`config.mk`:
```
export PLATFORM = sky130hd
export DESIGN_NAME = if_prefetch_buffer_flat
export DESIGN_NICKNAME = d
export VERILOG_FILES = /design/src/rtl/if_prefetch_buffer_if.sv /design/src/rtl/if_prefetch_buffer.sv /design/src/flat_wrapper.sv
export SDC_FILE = /design/constraint.sdc
export NUM_CORES = 1
export LEC_CHECK = 0
export ABC_AREA = 1
export CAP_MARGIN = 20
export CORE_ASPECT_RATIO = 1.25
export CORE_MARGIN = 5
export CORE_UTILIZATION = 60
export DETAILED_ROUTE_END_ITERATION = 10
export PLACE_DENSITY_LB_ADDON = 0.2
export REMOVE_ABC_BUFFERS = 1
export SYNTH_ARGS = -nofsm -noshare
export SYNTH_HDL_FRONTEND = slang
export SYNTH_SLANG_ARGS = --single-unit
```
`constraint.sdc`:
```
create_clock -name clk_i -period 18.84 [get_ports clk_i]
set_input_delay 4.71 -clock clk_i [delete_from_list [all_inputs] [get_ports clk_i]]
set_output_delay 4.71 -clock clk_i [all_outputs]
set_load 0.01 [all_outputs]
```
`src/rtl/if_prefetch_buffer_if.sv`:
```
// ----------------------------------------------------------------------------
// if_prefetch_buffer_if
// Bus bundle for the instruction prefetch buffer.
//   Memory side : instr_req / instr_addr (out), instr_gnt / instr_rvalid /
//                 instr_rdata (in) -- pipelined req/gnt, in-order rvalid.
//   IF side     : valid / rdata / addr (out), ready (in) -- head entry
//                 consumed on valid & ready.
//   Status      : busy (out) -- request pending or responses outstanding.
// Modports:
//   master : the prefetch buffer (drives requests and the IF-side head).
//   slave  : the environment (memory + IF stage).
// ----------------------------------------------------------------------------
interface if_prefetch_buffer_if;
    logic        instr_req;
    logic        instr_gnt;
    logic [31:0] instr_addr;
    logic        instr_rvalid;
    logic [31:0] instr_rdata;
    logic        valid;
    logic [31:0] rdata;
    logic [31:0] addr;
    logic        ready;
    logic        busy;

    modport master (
        output instr_req, instr_addr, valid, rdata, addr, busy,
        input  instr_gnt, instr_rvalid, instr_rdata, ready
    );

    modport slave (
        input  instr_req, instr_addr, valid, rdata, addr, busy,
        output instr_gnt, instr_rvalid, instr_rdata, ready
    );
endinterface

```
`src/rtl/if_prefetch_buffer.sv`:
```
// ----------------------------------------------------------------------------
// if_prefetch_buffer
// Instruction fetch front-end between the instruction memory port and the IF
// stage. Issues pipelined req/gnt/rvalid fetches (at most MAX_OUTSTANDING in
// flight) into a FIFO_DEPTH-entry buffer, redirects on branch while dropping
// stale responses, and hands (instr, pc) pairs to IF under valid/ready.
//
// Ports:
//   clk_i           clock
//   rst_ni          synchronous active-low reset
//   fetch_enable_i  permit issuing new requests
//   boot_addr_i     fetch address loaded at reset (word aligned internally)
//   branch_i        redirect pulse
//   branch_addr_i   redirect target (word aligned internally)
//   bus             if_prefetch_buffer_if.master: memory req/gnt/rvalid port,
//                   IF-side valid/rdata/addr/ready, busy status
//
// Build option:
//   PREFETCH_BYPASS_EN  when defined, a response arriving while the buffer is
//                       empty is presented on valid/rdata/addr in the same
//                       cycle, and is not stored if IF takes it immediately.
//                       When undefined, all outputs come straight from flops.
// ----------------------------------------------------------------------------
module if_prefetch_buffer #(
    parameter int unsigned FIFO_DEPTH      = 4,
    parameter int unsigned MAX_OUTSTANDING = 2
) (
    input  logic                 clk_i,
    input  logic                 rst_ni,
    input  logic                 fetch_enable_i,
    input  logic [31:0]          boot_addr_i,
    input  logic                 branch_i,
    input  logic [31:0]          branch_addr_i,
    if_prefetch_buffer_if.master bus
);

    localparam int unsigned PtrW = (FIFO_DEPTH > 1) ? $clog2(FIFO_DEPTH) : 1;
    localparam int unsigned CntW = $clog2(FIFO_DEPTH + 1);
    localparam int unsigned OutW = $clog2(MAX_OUTSTANDING + 1);

    typedef enum logic [0:0] {StIdle, StReq} state_e;

    state_e            state_q, state_d;
    logic [31:0]       instr_addr_q, instr_addr_d;
    logic [31:0]       fetch_addr_q, fetch_addr_d;  // next address not yet issued
    logic [31:0]       resp_pc_q, resp_pc_d;
    logic [OutW-1:0]   out_q, out_d;
    logic [OutW-1:0]   discard_q, discard_d;
    logic              stale_q, stale_d;            // pending req predates a branch
    logic [CntW-1:0]   count_q, count_d;
    logic [PtrW-1:0]   rptr_q, rptr_d;
    logic [PtrW-1:0]   wptr_q, wptr_d;
    logic [31:0]       instr_mem_q [FIFO_DEPTH];
    logic [31:0]       pc_mem_q    [FIFO_DEPTH];

    logic [31:0]       boot_aligned;
    logic [31:0]       branch_tgt;
    logic [31:0]       fetch_cur;
    logic              gnt_ok;
    logic              rvalid_ok;
    logic              accept;
    logic              empty;
    logic              bypass_take;
    logic              push;
    logic              pop;
    logic              allowed;
    logic              issue;

    assign boot_aligned = boot_addr_i & 32'hFFFF_FFFC;
    assign branch_tgt   = branch_addr_i & 32'hFFFF_FFFC;

    assign gnt_ok    = (state_q == StReq) & bus.instr_gnt;
    // rvalid with nothing in flight (e.g. a response to a pre-reset request) is spurious.
    assign rvalid_ok = bus.instr_rvalid & (out_q != '0);
    // Responses in the branch cycle, or still owed to a discarded stream, are dropped.
    assign accept    = rvalid_ok & ~branch_i & (discard_q == '0);
    assign empty     = (count_q == '0);

`ifdef PREFETCH_BYPASS_EN
    assign bypass_take = empty & accept & bus.ready;
    assign bus.valid   = ~empty | accept;
    assign bus.rdata   = empty ? bus.instr_rdata : instr_mem_q[rptr_q];
    assign bus.addr    = empty ? resp_pc_q : pc_mem_q[rptr_q];
`else
    assign bypass_take = 1'b0;
    assign bus.valid   = ~empty;
    assign bus.rdata   = instr_mem_q[rptr_q];
    assign bus.addr    = pc_mem_q[rptr_q];
`endif

    assign push = accept & ~bypass_take;
    assign pop  = ~empty & bus.ready & ~branch_i;

    assign bus.instr_req  = (state_q == StReq);
    assign bus.instr_addr = instr_addr_q;
    assign bus.busy       = bus.instr_req | (out_q != '0);

    // Outstanding / discard / buffer bookkeeping.
    always_comb begin
        out_d     = out_q + OutW'(gnt_ok) - OutW'(rvalid_ok);
        discard_d = discard_q;
        stale_d   = stale_q;
        count_d   = count_q;
        rptr_d    = rptr_q;
        wptr_d    = wptr_q;
        resp_pc_d = resp_pc_q;

        if (branch_i) begin
            // Everything still in flight after this edge belongs to the old stream.
            discard_d = out_d;
            stale_d   = (state_q == StReq) & ~bus.instr_gnt;
            count_d   = '0;
            rptr_d    = '0;
            wptr_d    = '0;
            resp_pc_d = branch_tgt;
        end else begin
            discard_d = discard_q - OutW'(rvalid_ok & (discard_q != '0))
                                  + OutW'(gnt_ok & stale_q);
            if (gnt_ok) begin
                stale_d = 1'b0;
            end
            count_d = count_q + CntW'(push) - CntW'(pop);
            wptr_d  = wptr_q + PtrW'(push);
            rptr_d  = rptr_q + PtrW'(pop);
            if (accept) begin
                resp_pc_d = resp_pc_q + 32'd4;
            end
        end
    end

    // Request FSM. Credit is judged on next-cycle occupancy so a response can
    // never find the buffer full.
    always_comb begin
        fetch_cur    = branch_i ? branch_tgt : fetch_addr_q;
        allowed      = fetch_enable_i
                     & (32'(out_d) < MAX_OUTSTANDING)
                     & ((32'(count_d) + 32'(out_d)) < FIFO_DEPTH);
        state_d      = state_q;
        instr_addr_d = instr_addr_q;
        fetch_addr_d = fetch_cur;
        issue        = 1'b0;

        unique case (state_q)
            StIdle: begin
                if (allowed) begin
                    issue = 1'b1;
                end
            end
            StReq: begin
                // An ungranted request is never withdrawn or re-addressed.
                if (bus.instr_gnt) begin
                    if (allowed) begin
                        issue = 1'b1;
                    end else begin
                        state_d = StIdle;
                    end
                end
            end
            default: state_d = StIdle;
        endcase

        if (issue) begin
            state_d      = StReq;
            instr_addr_d = fetch_cur;
            fetch_addr_d = fetch_cur + 32'd4;
        end
    end

    always_ff @(posedge clk_i) begin
        if (!rst_ni) begin
            state_q      <= StIdle;
            instr_addr_q <= '0;
            fetch_addr_q <= boot_aligned;
            resp_pc_q    <= boot_aligned;
            out_q        <= '0;
            discard_q    <= '0;
            stale_q      <= 1'b0;
            count_q      <= '0;
            rptr_q       <= '0;
            wptr_q       <= '0;
            for (int i = 0; i < int'(FIFO_DEPTH); i++) begin
                instr_mem_q[i] <= '0;
                pc_mem_q[i]    <= '0;
            end
        end else begin
            state_q      <= state_d;
            instr_addr_q <= instr_addr_d;
            fetch_addr_q <= fetch_addr_d;
            resp_pc_q    <= resp_pc_d;
            out_q        <= out_d;
            discard_q    <= discard_d;
            stale_q      <= stale_d;
            count_q      <= count_d;
            rptr_q       <= rptr_d;
            wptr_q       <= wptr_d;
            if (push) begin
                instr_mem_q[wptr_q] <= bus.instr_rdata;
                pc_mem_q[wptr_q]    <= resp_pc_q;
            end
        end
    end

endmodule

```
`src/flat_wrapper.sv`:
```
// flat-port wrapper written by rule: the top's interface ports become plain ports
module if_prefetch_buffer_flat 
#(
    parameter int unsigned FIFO_DEPTH      = 4,
    parameter int unsigned MAX_OUTSTANDING = 2
)
  (clk_i, rst_ni, fetch_enable_i, boot_addr_i, branch_i, branch_addr_i, bus_instr_req, bus_instr_addr, bus_valid, bus_rdata, bus_addr, bus_busy, bus_instr_gnt, bus_instr_rvalid, bus_instr_rdata, bus_ready);
  if_prefetch_buffer_if bus_i ();
  input  logic clk_i;
  input  logic rst_ni;
  input  logic fetch_enable_i;
  input  logic [31:0] boot_addr_i;
  input  logic branch_i;
  input  logic [31:0] branch_addr_i;
  output wire logic [$bits(bus_i.instr_req)-1:0] bus_instr_req;
  output wire logic [$bits(bus_i.instr_addr)-1:0] bus_instr_addr;
  output wire logic [$bits(bus_i.valid)-1:0] bus_valid;
  output wire logic [$bits(bus_i.rdata)-1:0] bus_rdata;
  output wire logic [$bits(bus_i.addr)-1:0] bus_addr;
  output wire logic [$bits(bus_i.busy)-1:0] bus_busy;
  input wire logic [$bits(bus_i.instr_gnt)-1:0] bus_instr_gnt;
  input wire logic [$bits(bus_i.instr_rvalid)-1:0] bus_instr_rvalid;
  input wire logic [$bits(bus_i.instr_rdata)-1:0] bus_instr_rdata;
  input wire logic [$bits(bus_i.ready)-1:0] bus_ready;
  assign bus_instr_req = bus_i.instr_req;
  assign bus_instr_addr = bus_i.instr_addr;
  assign bus_valid = bus_i.valid;
  assign bus_rdata = bus_i.rdata;
  assign bus_addr = bus_i.addr;
  assign bus_busy = bus_i.busy;
  assign bus_i.instr_gnt = bus_instr_gnt;
  assign bus_i.instr_rvalid = bus_instr_rvalid;
  assign bus_i.instr_rdata = bus_instr_rdata;
  assign bus_i.ready = bus_ready;
  if_prefetch_buffer #(.FIFO_DEPTH(FIFO_DEPTH), .MAX_OUTSTANDING(MAX_OUTSTANDING)) u_core (.clk_i(clk_i), .rst_ni(rst_ni), .fetch_enable_i(fetch_enable_i), .boot_addr_i(boot_addr_i), .branch_i(branch_i), .branch_addr_i(branch_addr_i), .bus(bus_i));
endmodule
```
==> flow_metrics.py, run 1 <==
metrics = {
    "status": {
        "status": "finished clean",
    },
    "grt": {
        "overflow": 0,
        "grt_busiest_layer": "met2",
        "grtUsageMet2_pct": 45.0,
        "grt_pass1_vias": 13151,
        "use_met3_pct": 3.21,
        "grt_pass1_wl_um": 64400,
        "antenna_found_initial": 0,
        "grt.met1_usage_pct": 32.7,
        "grt_max_degree": 103,
        "grt_usage_pct": 26.0,
    },
    "synth": {
        "syn_area_um2": 16500,
        "synth-seq-cells": 355,
        "synth_area_per_cell_um2": 9.21,
        "yosys.cell_types.count": 44,
        "ys_seq_area_share_pct": 59.8,
        "yosys_warnings": 0,
        "syn_inst": 1795,
    },
    "placed_design": {
        "dp_hpwl_um": 23800,
        "dp_cells": 2253,
        "place_congestion": 0.863,
        "io_buffers": 195,
    },
    "cts": {
        "cts_buffers": 35,
        "cts_setup_buffers": 0,
        "cts_tree": "built",
        "post_cts_resized": 0,
        "clock_path_buffers": 3,
        "htreeDepth": 2,
        "cts.clk_slew.worst_paths_ps": 60,
        "hold_buffers": 0,
        "clk_latency_ps": 510,
        "clock_sinks": 355,
        "cts_root_buf": "clkbuf_16",
    },
    "critical_path": {
        "end_kind": "flop",
        "reg2reg_slack_ps": 14330,
        "crit_fanout": 60,
        "cpMostUsedCell": "nand2_1",
        "critPathLaunchType": "primary input",
        "critical_path.slowest_cell": "inv_2",
        "arrival_ps": 9380,
        "critPathBufInv": 6,
        "r2r-end": "u_core.fetch_addr_q[10]$_DFF_P_",
        "slowest_delay_ps": 910,
        "crit_family": "buffers and inverters",
        "crit_chain": "buf_2 > buf_4 > inv_6 > nand2_1 > nor2_1 > ha_1 > inv_1 > ha_1 > fa_1 > inv_1 > nor2_1 > ha_1 > nand2_1 > o21ai_1 > nor2_2 > nand3_2 > inv_2 > nand3_1 > nand2_1 > nand2_1 > nand2_1 > nand2_1",
        "regToRegStartpoint": "u_core.count_q[1]$_SDFF_PN0_",
        "worstRegToRegCells": 21,
        "crit_required_ps": 19240,
        "worstSetupPathType": "primary input to flop",
    },
    "routing": {
        "drtPass1Iterations": 7,
        "avgRoutedWirePerCell_um": 17.5,
        "ant_nets": 0,
        "via_per_inst": 5.69,
        "first_iter_violations": 821,
        "drt_wl_total_um": 40600,
        "drc": 0,
        "vias": 13178,
    },
    "sta": {
        "rsz0062_at_grt": "false",
        "finalClockSkew_ps": 11.4,
        "finalCriticalPeriod_ps": 8980,
        "hold_viol_final": 0,
        "relSlewSlack_pct": 30.5,
        "tightest_slew_ps": 1040,
        "setup_viol_count_final": 0,
        "hold_slack_ps": 443,
        "finalMaxSlewViolations": 0,
        "fin_setup_tns_ps": 0,
        "fmax_mhz": 111,
        "fin_crit_sh_pct": 47.7,
    },
    "finish": {
        "area_growth_pct": 19.0,
        "num-fill-cells": 2062,
        "finalNonFillerCells": 2316,
        "mostFrequentLayoutCells": "nor2_1, nand2_1, edfxtp_1",
        "drive_above_1_share_pct": 5.19,
        "nNetsFinal": 2056,
        "num_antenna_cells": 0,
        "register_area_um2": 9890,
        "layout_commonest_cell": "nor2_1",
        "multi_input_area_um2": 5700,
        "finalCoreUtilization_pct": 71.8,
    },
    "floorplan": {
        "initial_core_util_pct": 60.3,
        "coreArea_um2": 27400,
        "die_h_um": 196,
        "rows": 68,
        "fp.dieW_um": 158,
        "fp.dieArea_um2": 31000,
        "io_pins": 202,
    },
    "power": {
        "internal-power_w": 0.00144,
        "switchingPower_w": 0.000510,
        "power_density_nw_per_um2": 99.3,
        "p_leak_nw": 7.92,
        "total_power_w": 0.00195,
        "pwr-share-seq_pct": 50.0,
        "p_clk_share_pct": 33.1,
        "p_sw_share_pct": 26.1,
        "ir_drop_uv": 89.4,
        "pwr-share-comb_pct": 16.9,
    },
    "flow_run": {
        "max_cap_viol_count": 0,
    },
    "min_path": {
        "worstHoldStart": "u_core.fetch_addr_q[1]$_SDFF_PN0_",
        "hold_depth": 2,
        "hold_path_class": "flop to flop",
        "holdPathEnd": "u_core.fetch_addr_q[1]$_SDFF_PN0_",
    },
}
## synth_stat cells (all sizes together)
| cell | instances | area (um2) |
|---|---|---|
| a31oi | 7 | 43.8 |
| dfxtp | 77 | 1540 |
| o21ai | 170 | 851 |
| o221ai | 10 | 87.6 |
| xnor2 | 3 | 26.3 |
| ha | 11 | 138 |
| buf | 48 | 289 |
| o22a | 2 | 17.5 |
| o21bai | 4 | 30.0 |
| fa | 1 | 20.0 |
| xor2 | 19 | 166 |
| nand4 | 15 | 100 |
| nand3b | 1 | 7.51 |
| clkinv | 2 | 7.51 |
| a2111oi | 1 | 8.76 |
| nor2 | 419 | 1660 |
| nor3 | 41 | 205 |
| inv | 129 | 489 |
| clkbuf | 55 | 208 |
| nand3 | 75 | 410 |
| o22ai | 62 | 388 |
| a211oi | 1 | 7.51 |
| o211ai | 8 | 60.1 |
| conb | 1 | 3.75 |
| a21oi | 33 | 165 |
| edfxtp | 278 | 8350 |
| nand2 | 316 | 1210 |
| nor4 | 6 | 37.5 |
## cells by family after synthesis
kind of cell	count (synthesis)	synth area share, %
flops	355	59.8
xor+xnor	22	1.17
buf+inv	234	6.01
other cells	1	0.0227
fa+ha+maj	12	0.954
compound gates	298	10.0
simple gates	873	22.0
## power by group through the flow
stage	sequential, W	clock [W]	combinational, W
CTS	0.000976	0.000655	0.000332
detailed placement	0.000990	0	0.000329
floorplan	0.000997	0	0.000165
global route	0.000985	0.000688	0.000363
global placement	0.000987	0	0.000322
finish	0.000976	0.000646	0.000331
## registers in the layout (all words and copies together) (netlist names)
name / count
u_core.instr_mem_q: 128
u_core.resp_pc_q: 30
u_core.bus.instr_req: 1
u_core.bus.instr_addr: 32
u_core.fetch_addr_q: 32
u_core.stale_q: 1
u_core.wptr_q: 2
u_core.rptr_q: 2
u_core.count_q: 3
u_core.pc_mem_q: 120
u_core.out_q: 2
u_core.discard_q: 2
## stage by stage
| stage | instance area, um2 | worst slack [ps] |
|---|---|---|
| floorplan | 16000 | 6840 |
| global placement | 18600 | 9430 |
| detailed placement | 18600 | 9320 |
| CTS | 19600 | 9850 |
| global route | 19700 | 9360 |
| finish | 19700 | 9860 |
## how the worst max path moves through the flow
stage | slack, ps | from | end | cells after the start
detailed placement | 9320 | branch_i | u_core.fetch_addr_q[10]$_DFF_P_ | 22
CTS | 9850 | branch_i | u_core.fetch_addr_q[10]$_DFF_P_ | 22
global placement | 9430 | branch_i | u_core.fetch_addr_q[10]$_DFF_P_ | 22
floorplan | 6840 | bus_instr_rvalid | u_core.instr_mem_q[3][0]$_DFFE_PP_ | 7
finish | 9860 | branch_i | u_core.fetch_addr_q[10]$_DFF_P_ | 22
global route | 9360 | branch_i | u_core.fetch_addr_q[10]$_DFF_P_ | 22
## tightest hold or removal path, cell delays in order (launching register included)
cell and delay [ps]:
dfxtp_1 300, nand2_1 50, nor2_1 50
## final cells by class
class | count | area share [%]
clock buffers | 56 | 5.23
clock inverters | 6 | 0.134
inverters | 131 | 2.53
multi-input cells | 1207 | 29.0
flip-flops and latches | 355 | 50.3
well taps | 350 | 2.23
repair buffers | 211 | 10.6
## per-layer routing
metal | wire, um | part of all wire [%] | up-vias
met5 | 0 | 0 | -
met4 | 1640 | 4.0 | 0
met3 | 3190 | 7.9 | 110
met2 | 20300 | 50 | 581
met1 | 15500 | 38 | 6127
li1 | - | - | 6360
(Power assumes the default switching activity.)
==> inputs of run 2 (changes only) <==
- CORE_UTILIZATION: 60 -> 51
- clock period: 18.84 -> 7.9 ns (I/O delays scaled with it)
==> flow_metrics.py, run 2 (same netlist as run 1, synthesis figures left out) <==
metrics = {
    "grt": {
        "antenna_found_initial": 0,
        "overflow": 0,
        "grt_usage_pct": 22.7,
        "grt_max_degree": 105,
        "grt_pass1_vias": 12926,
        "grt_pass1_wl_um": 66100,
    },
    "cts": {
        "hold_buffers": 0,
        "clock_path_buffers": 3,
        "post_cts_resized": 0,
        "htreeDepth": 2,
        "cts_tree": "built",
        "clk_latency_ps": 520,
        "cts_setup_buffers": 0,
        "cts_buffers": 38,
        "cts.clk_slew.worst_paths_ps": 60,
        "clock_sinks": 355,
        "cts_root_buf": "clkbuf_16",
    },
    "finish": {
        "mostFrequentLayoutCells": "nor2_1, nand2_1, edfxtp_1",
        "fin_area_um2": 19900,
        "nNetsFinal": 2059,
        "largest_reg_flops": 128,
        "drive_above_1_share_pct": 6.03,
        "layout_commonest_cell": "nor2_1",
        "finalCoreUtilization_pct": 62.4,
        "largest_register": "u_core.instr_mem_q",
        "num-fill-cells": 2664,
        "area_growth_pct": 20.4,
        "reg_top3": "u_core.instr_mem_q (128), u_core.pc_mem_q (120)",
        "finalNonFillerCells": 2385,
        "num_antenna_cells": 0,
        "register_area_um2": 9890,
        "multi_input_area_um2": 5700,
    },
    "sta": {
        "setup_viol_count_final": 0,
        "relSlewSlack_pct": 27.3,
        "finalClockSkew_ps": 16.7,
        "rsz0062_at_grt": "false",
        "tightest_slew_ps": 1090,
        "finalMaxSlewViolations": 0,
        "setup_ws_ps": 1890,
        "fin_crit_sh_pct": 76.1,
        "fin_setup_tns_ps": 0,
        "fmax_mhz": 166,
        "finalCriticalPeriod_ps": 6010,
        "hold_viol_final": 0,
    },
    "placed_design": {
        "dpl_worst_slack_ps": 1420,
        "dp_cells": 2316,
        "place_congestion": 0.891,
        "dp_hpwl_um": 24600,
        "place_area_um2": 18700,
        "io_buffers": 195,
    },
    "routing": {
        "highest_layer": "met4",
        "ant_nets": 0,
        "drc": 0,
        "avgRoutedWirePerCell_um": 17.6,
        "vias": 13117,
        "m1WireLength_um": 17400,
        "drtPass1Iterations": 5,
        "drt_wl_total_um": 41900,
        "dr_wl_met3_um": 2490,
        "via_per_inst": 5.50,
        "first_iter_violations": 977,
        "met2_wirelength_um": 20800,
    },
    "critical_path": {
        "arrival_ps": 6470,
        "worstSetupPathType": "primary input to flop",
        "crit_fanout": 60,
        "regToRegStartpoint": "u_core.out_q[1]$_SDFF_PN0_",
        "crit_required_ps": 8360,
        "startpoint": "bus_instr_rvalid",
        "critPathLaunchType": "primary input",
        "end_kind": "flop",
    },
    "power": {
        "p_sw_share_pct": 26.4,
        "pwr-share-seq_pct": 47.9,
        "ir_drop_uv": 209,
        "internal-power_w": 0.00357,
        "switchingPower_w": 0.00128,
        "power_density_nw_per_um2": 244,
        "p_clk_share_pct": 35.9,
        "pwr-share-comb_pct": 16.2,
        "p_leak_nw": 8.01,
    },
    "min_path": {
        "hold_path_class": "flop to flop",
        "worstHoldStart": "u_core.fetch_addr_q[1]$_SDFF_PN0_",
    },
    "floorplan": {
        "io_pins": 202,
        "rows": 73,
        "fp.dieW_um": 171,
        "die_h_um": 211,
        "coreArea_um2": 31900,
        "initial_core_util_pct": 51.9,
        "fp.dieArea_um2": 36100,
    },
    "flow_run": {
        "max_cap_viol_count": 0,
    },
    "status": {
        "status": "finished clean",
    },
}
run 2: cell count changes in the layout (fill, tap and decap cells not counted), sizes merged:
cell / previous run / this run
clkbuf: 56 / 45
bufinv: 0 / 2
clkinv: 8 / 20
clkinvlp: 1 / 3
inv: 128 / 130
run 2: metrics by stage:
step                power, W  hold slack [ps]
floorplan            0.00277              416
global placement     0.00313              431
detailed placement   0.00315              433
CTS                  0.00489              442
global route         0.00507              481
finish               0.00486              437
run 2: final cells by class:
cell class,instances,share of cell area [%]
Multi-Input combinational cell,1207,28.6
Tap cell,412,2.59
Timing Repair Buffer,211,10.4
Clock inverter,24,0.855
Clock buffer,45,5.33
Inverter,131,2.50
Sequential cell,355,49.7
run 2: critical path, stage by stage:
cell and delay, ps:
clkdlybuf4s50_1 460, o21ai_0 120, inv_1 100, nand3_1 180, inv_1 190, ha_1 190
fa_1 410, inv_1 90, nor2_1 50, ha_1 310, nand2_1 60, o21ai_1 80
nor2_2 190, nand3_2 540, inv_2 930, nand2_1 200, o21bai_1 210, nand3_1 90
nand2_1 70
run 2: final timing paths:
check | to | slack [ps] | cells past startpoint
setup / recovery | u_core.fetch_addr_q[18]$_DFF_P_ | 1890 | 19
hold / removal | u_core.fetch_addr_q[1]$_SDFF_PN0_ | 440 | 2
setup reg to reg | u_core.fetch_addr_q[18]$_DFF_P_ | 3330 | 18
hold reg to reg | u_core.fetch_addr_q[1]$_SDFF_PN0_ | 440 | 2
run 2: power groups by stage:
stage	Combinational (W)	Clock (W)	Sequential, W
2_1_floorplan	0.000394	0	0.00238
3_3_place_gp	0.000777	0	0.00236
3_5_place_dp	0.000788	0	0.00236
4_1_cts	0.000795	0.00177	0.00232
5_1_grt	0.000869	0.00185	0.00234
6_report	0.000787	0.00174	0.00233
run 2: layer usage:
layer	track usage (%)	up-vias
li1	-	6363
met4	7.32	0
met2	39.5	438
met3	3.20	65
met1	29.2	6251
met5	0	-
==> inputs of run 3 (changes only) <==
- CORE_UTILIZATION: 51 -> 56
- clock period: 7.9 -> 6.3 ns (I/O delays scaled with it)
==> flow_metrics.py, run 3 (same netlist as run 1, synthesis figures left out) <==
metrics = {
    "routing": {
        "drt_wl_total_um": 41800,
        "avgRoutedWirePerCell_um": 17.7,
        "first_iter_violations": 1074,
        "drtPass1Iterations": 5,
        "vias": 13218,
        "drc": 0,
        "ant_nets": 0,
        "via_per_inst": 5.59,
    },
    "finish": {
        "largest_reg_flops": 128,
        "register_area_um2": 9890,
        "drive_above_1_share_pct": 5.49,
        "num-fill-cells": 2324,
        "nNetsFinal": 2058,
        "area_growth_pct": 19.8,
        "reg_top3": "u_core.instr_mem_q (128), u_core.pc_mem_q (120)",
        "mostFrequentLayoutCells": "nor2_1, nand2_1, edfxtp_1",
        "largest_register": "u_core.instr_mem_q",
        "num_antenna_cells": 0,
        "finalNonFillerCells": 2364,
        "multi_input_area_um2": 5700,
        "layout_commonest_cell": "nor2_1",
    },
    "critical_path": {
        "critical_path.slowest_cell": "inv_2",
        "crit_required_ps": 6740,
        "end_kind": "flop",
        "slowest_delay_ps": 550,
        "cpMostUsedCell": "inv_1",
        "crit_fanout": 46,
        "critPathLaunchType": "primary input",
        "crit_chain": "clkdlybuf4s50_1 > o21ai_0 > inv_1 > nand3_1 > inv_1 > ha_1 > fa_1 > inv_1 > nor2_1 > ha_1 > nand2_1 > o21ai_1 > nor2_2 > nand3_2 > inv_2 > buf_4 > o21ai_0 > a21oi_1",
        "worstSetupPathType": "primary input to flop",
        "arrival_ps": 5450,
    },
    "sta": {
        "hold_viol_final": 0,
        "fmax_mhz": 200,
        "setup_viol_count_final": 0,
        "rsz0062_at_grt": "false",
        "tightest_slew_ps": 998,
        "setup_ws_ps": 1290,
        "fin_crit_sh_pct": 79.6,
        "finalCriticalPeriod_ps": 5010,
        "relSlewSlack_pct": 33.4,
        "finalClockSkew_ps": 13.4,
        "finalMaxSlewViolations": 0,
    },
    "grt": {
        "grt_pass1_wl_um": 66300,
        "grt_usage_pct": 24.8,
        "overflow": 0,
        "grt_max_degree": 86,
        "antenna_found_initial": 0,
        "grt_pass1_vias": 13175,
    },
    "min_path": {
        "hold_path_class": "flop to flop",
    },
    "power": {
        "switchingPower_w": 0.00157,
        "ir_drop_uv": 277,
        "power_density_nw_per_um2": 304,
        "pwr-share-seq_pct": 48.5,
        "p_clk_share_pct": 34.9,
        "internal-power_w": 0.00445,
        "p_leak_nw": 7.96,
        "total_power_w": 0.00602,
        "p_sw_share_pct": 26.0,
        "pwr-share-comb_pct": 16.6,
    },
    "cts": {
        "cts_root_buf": "clkbuf_16",
        "hold_buffers": 0,
        "post_cts_resized": 0,
        "clock_sinks": 355,
        "clk_latency_ps": 510,
        "cts.clk_slew.worst_paths_ps": 60,
        "cts_tree": "built",
        "htreeDepth": 2,
        "clock_path_buffers": 3,
        "cts_setup_buffers": 0,
        "cts_buffers": 35,
    },
    "flow_run": {
        "max_cap_viol_count": 0,
    },
    "status": {
        "status": "finished clean",
    },
    "floorplan": {
        "die_h_um": 202,
        "fp.dieArea_um2": 33100,
        "rows": 70,
        "io_pins": 202,
        "initial_core_util_pct": 56.7,
        "fp.dieW_um": 164,
        "coreArea_um2": 29200,
    },
    "placed_design": {
        "dp_cells": 2302,
        "dp_hpwl_um": 24800,
        "place_congestion": 0.892,
        "dpl_worst_slack_ps": 801,
        "io_buffers": 195,
    },
}
## run 3: cell types whose count changed in the layout (fill, tap and decap cells not counted), sizes merged
cell	before	now
clkbuf	45	50
inv	130	129
bufinv	2	4
clkinvlp	3	2
clkinv	20	8
buf	18	20
## run 3: per-stage QoR
step / TNS [ps] / util [%] / hold slack [ps] / cell area, um2
after global routing: 0 / 67.9 / 461 / 19800
after detailed placement: 0 / 64.0 / 433 / 18700
after global placement: 0 / 64.0 / 427 / 18700
final: 0 / 67.9 / 440 / 19800
after CTS: 0 / 67.9 / 443 / 19800
after floorplan: -229670 / - / 416 / 16000
## run 3: final timing paths
path / start / depth (start not counted) / to / slack, ps
worst max-delay path: bus_instr_rvalid / 18 / u_core.bus.instr_addr[30]$_SDFFE_PN0N_ / 1290
worst min-delay path: u_core.fetch_addr_q[0]$_SDFF_PN0_ / 2 / u_core.fetch_addr_q[0]$_SDFF_PN0_ / 440
worst max register to register: u_core.out_q[1]$_SDFF_PN0_ / 17 / u_core.bus.instr_addr[30]$_SDFFE_PN0N_ / 2390
worst min register to register: u_core.fetch_addr_q[0]$_SDFF_PN0_ / 2 / u_core.fetch_addr_q[0]$_SDFF_PN0_ / 440
## run 3: layout make-up
class                           count  area share [%]
Timing Repair Buffer              213            10.5
Clock inverter                     12           0.790
Clock buffer                       50            4.97
Tap cell                          396            2.50
Multi-Input combinational cell   1207            28.8
Inverter                          131            2.51
Sequential cell                   355            50.0
## run 3: critical path: cells and delay by family
| kind | cells | cell delay [ps] |
|---|---|---|
| compound gates | 4 | 440 |
| simple gates | 5 | 630 |
| fa+ha+maj | 3 | 940 |
| buf+inv | 6 | 1820 |
## run 3: metal layers
| metal | track usage, % | up-vias | share of wire, % |
|---|---|---|---|
| met3 | 3.49 | 72 | 6.6 |
| met4 | 7.22 | 0 | 2.4 |
| li1 | - | 6348 | - |
| met1 | 31.9 | 6299 | 40 |
| met5 | 0 | - | 0 |
| met2 | 43.8 | 499 | 51 |
## run 3: power by group through the flow
| stage | clock network [W] | logic (W) | registers [W] |
|---|---|---|---|
| after CTS | 0.00212 | 0.00101 | 0.00292 |
| after floorplan | 0 | 0.000494 | 0.00298 |
| after global placement | 0 | 0.000977 | 0.00295 |
| final | 0.00210 | 0.000999 | 0.00292 |
| after global routing | 0.00222 | 0.00110 | 0.00294 |
| after detailed placement | 0 | 0.000997 | 0.00296 |
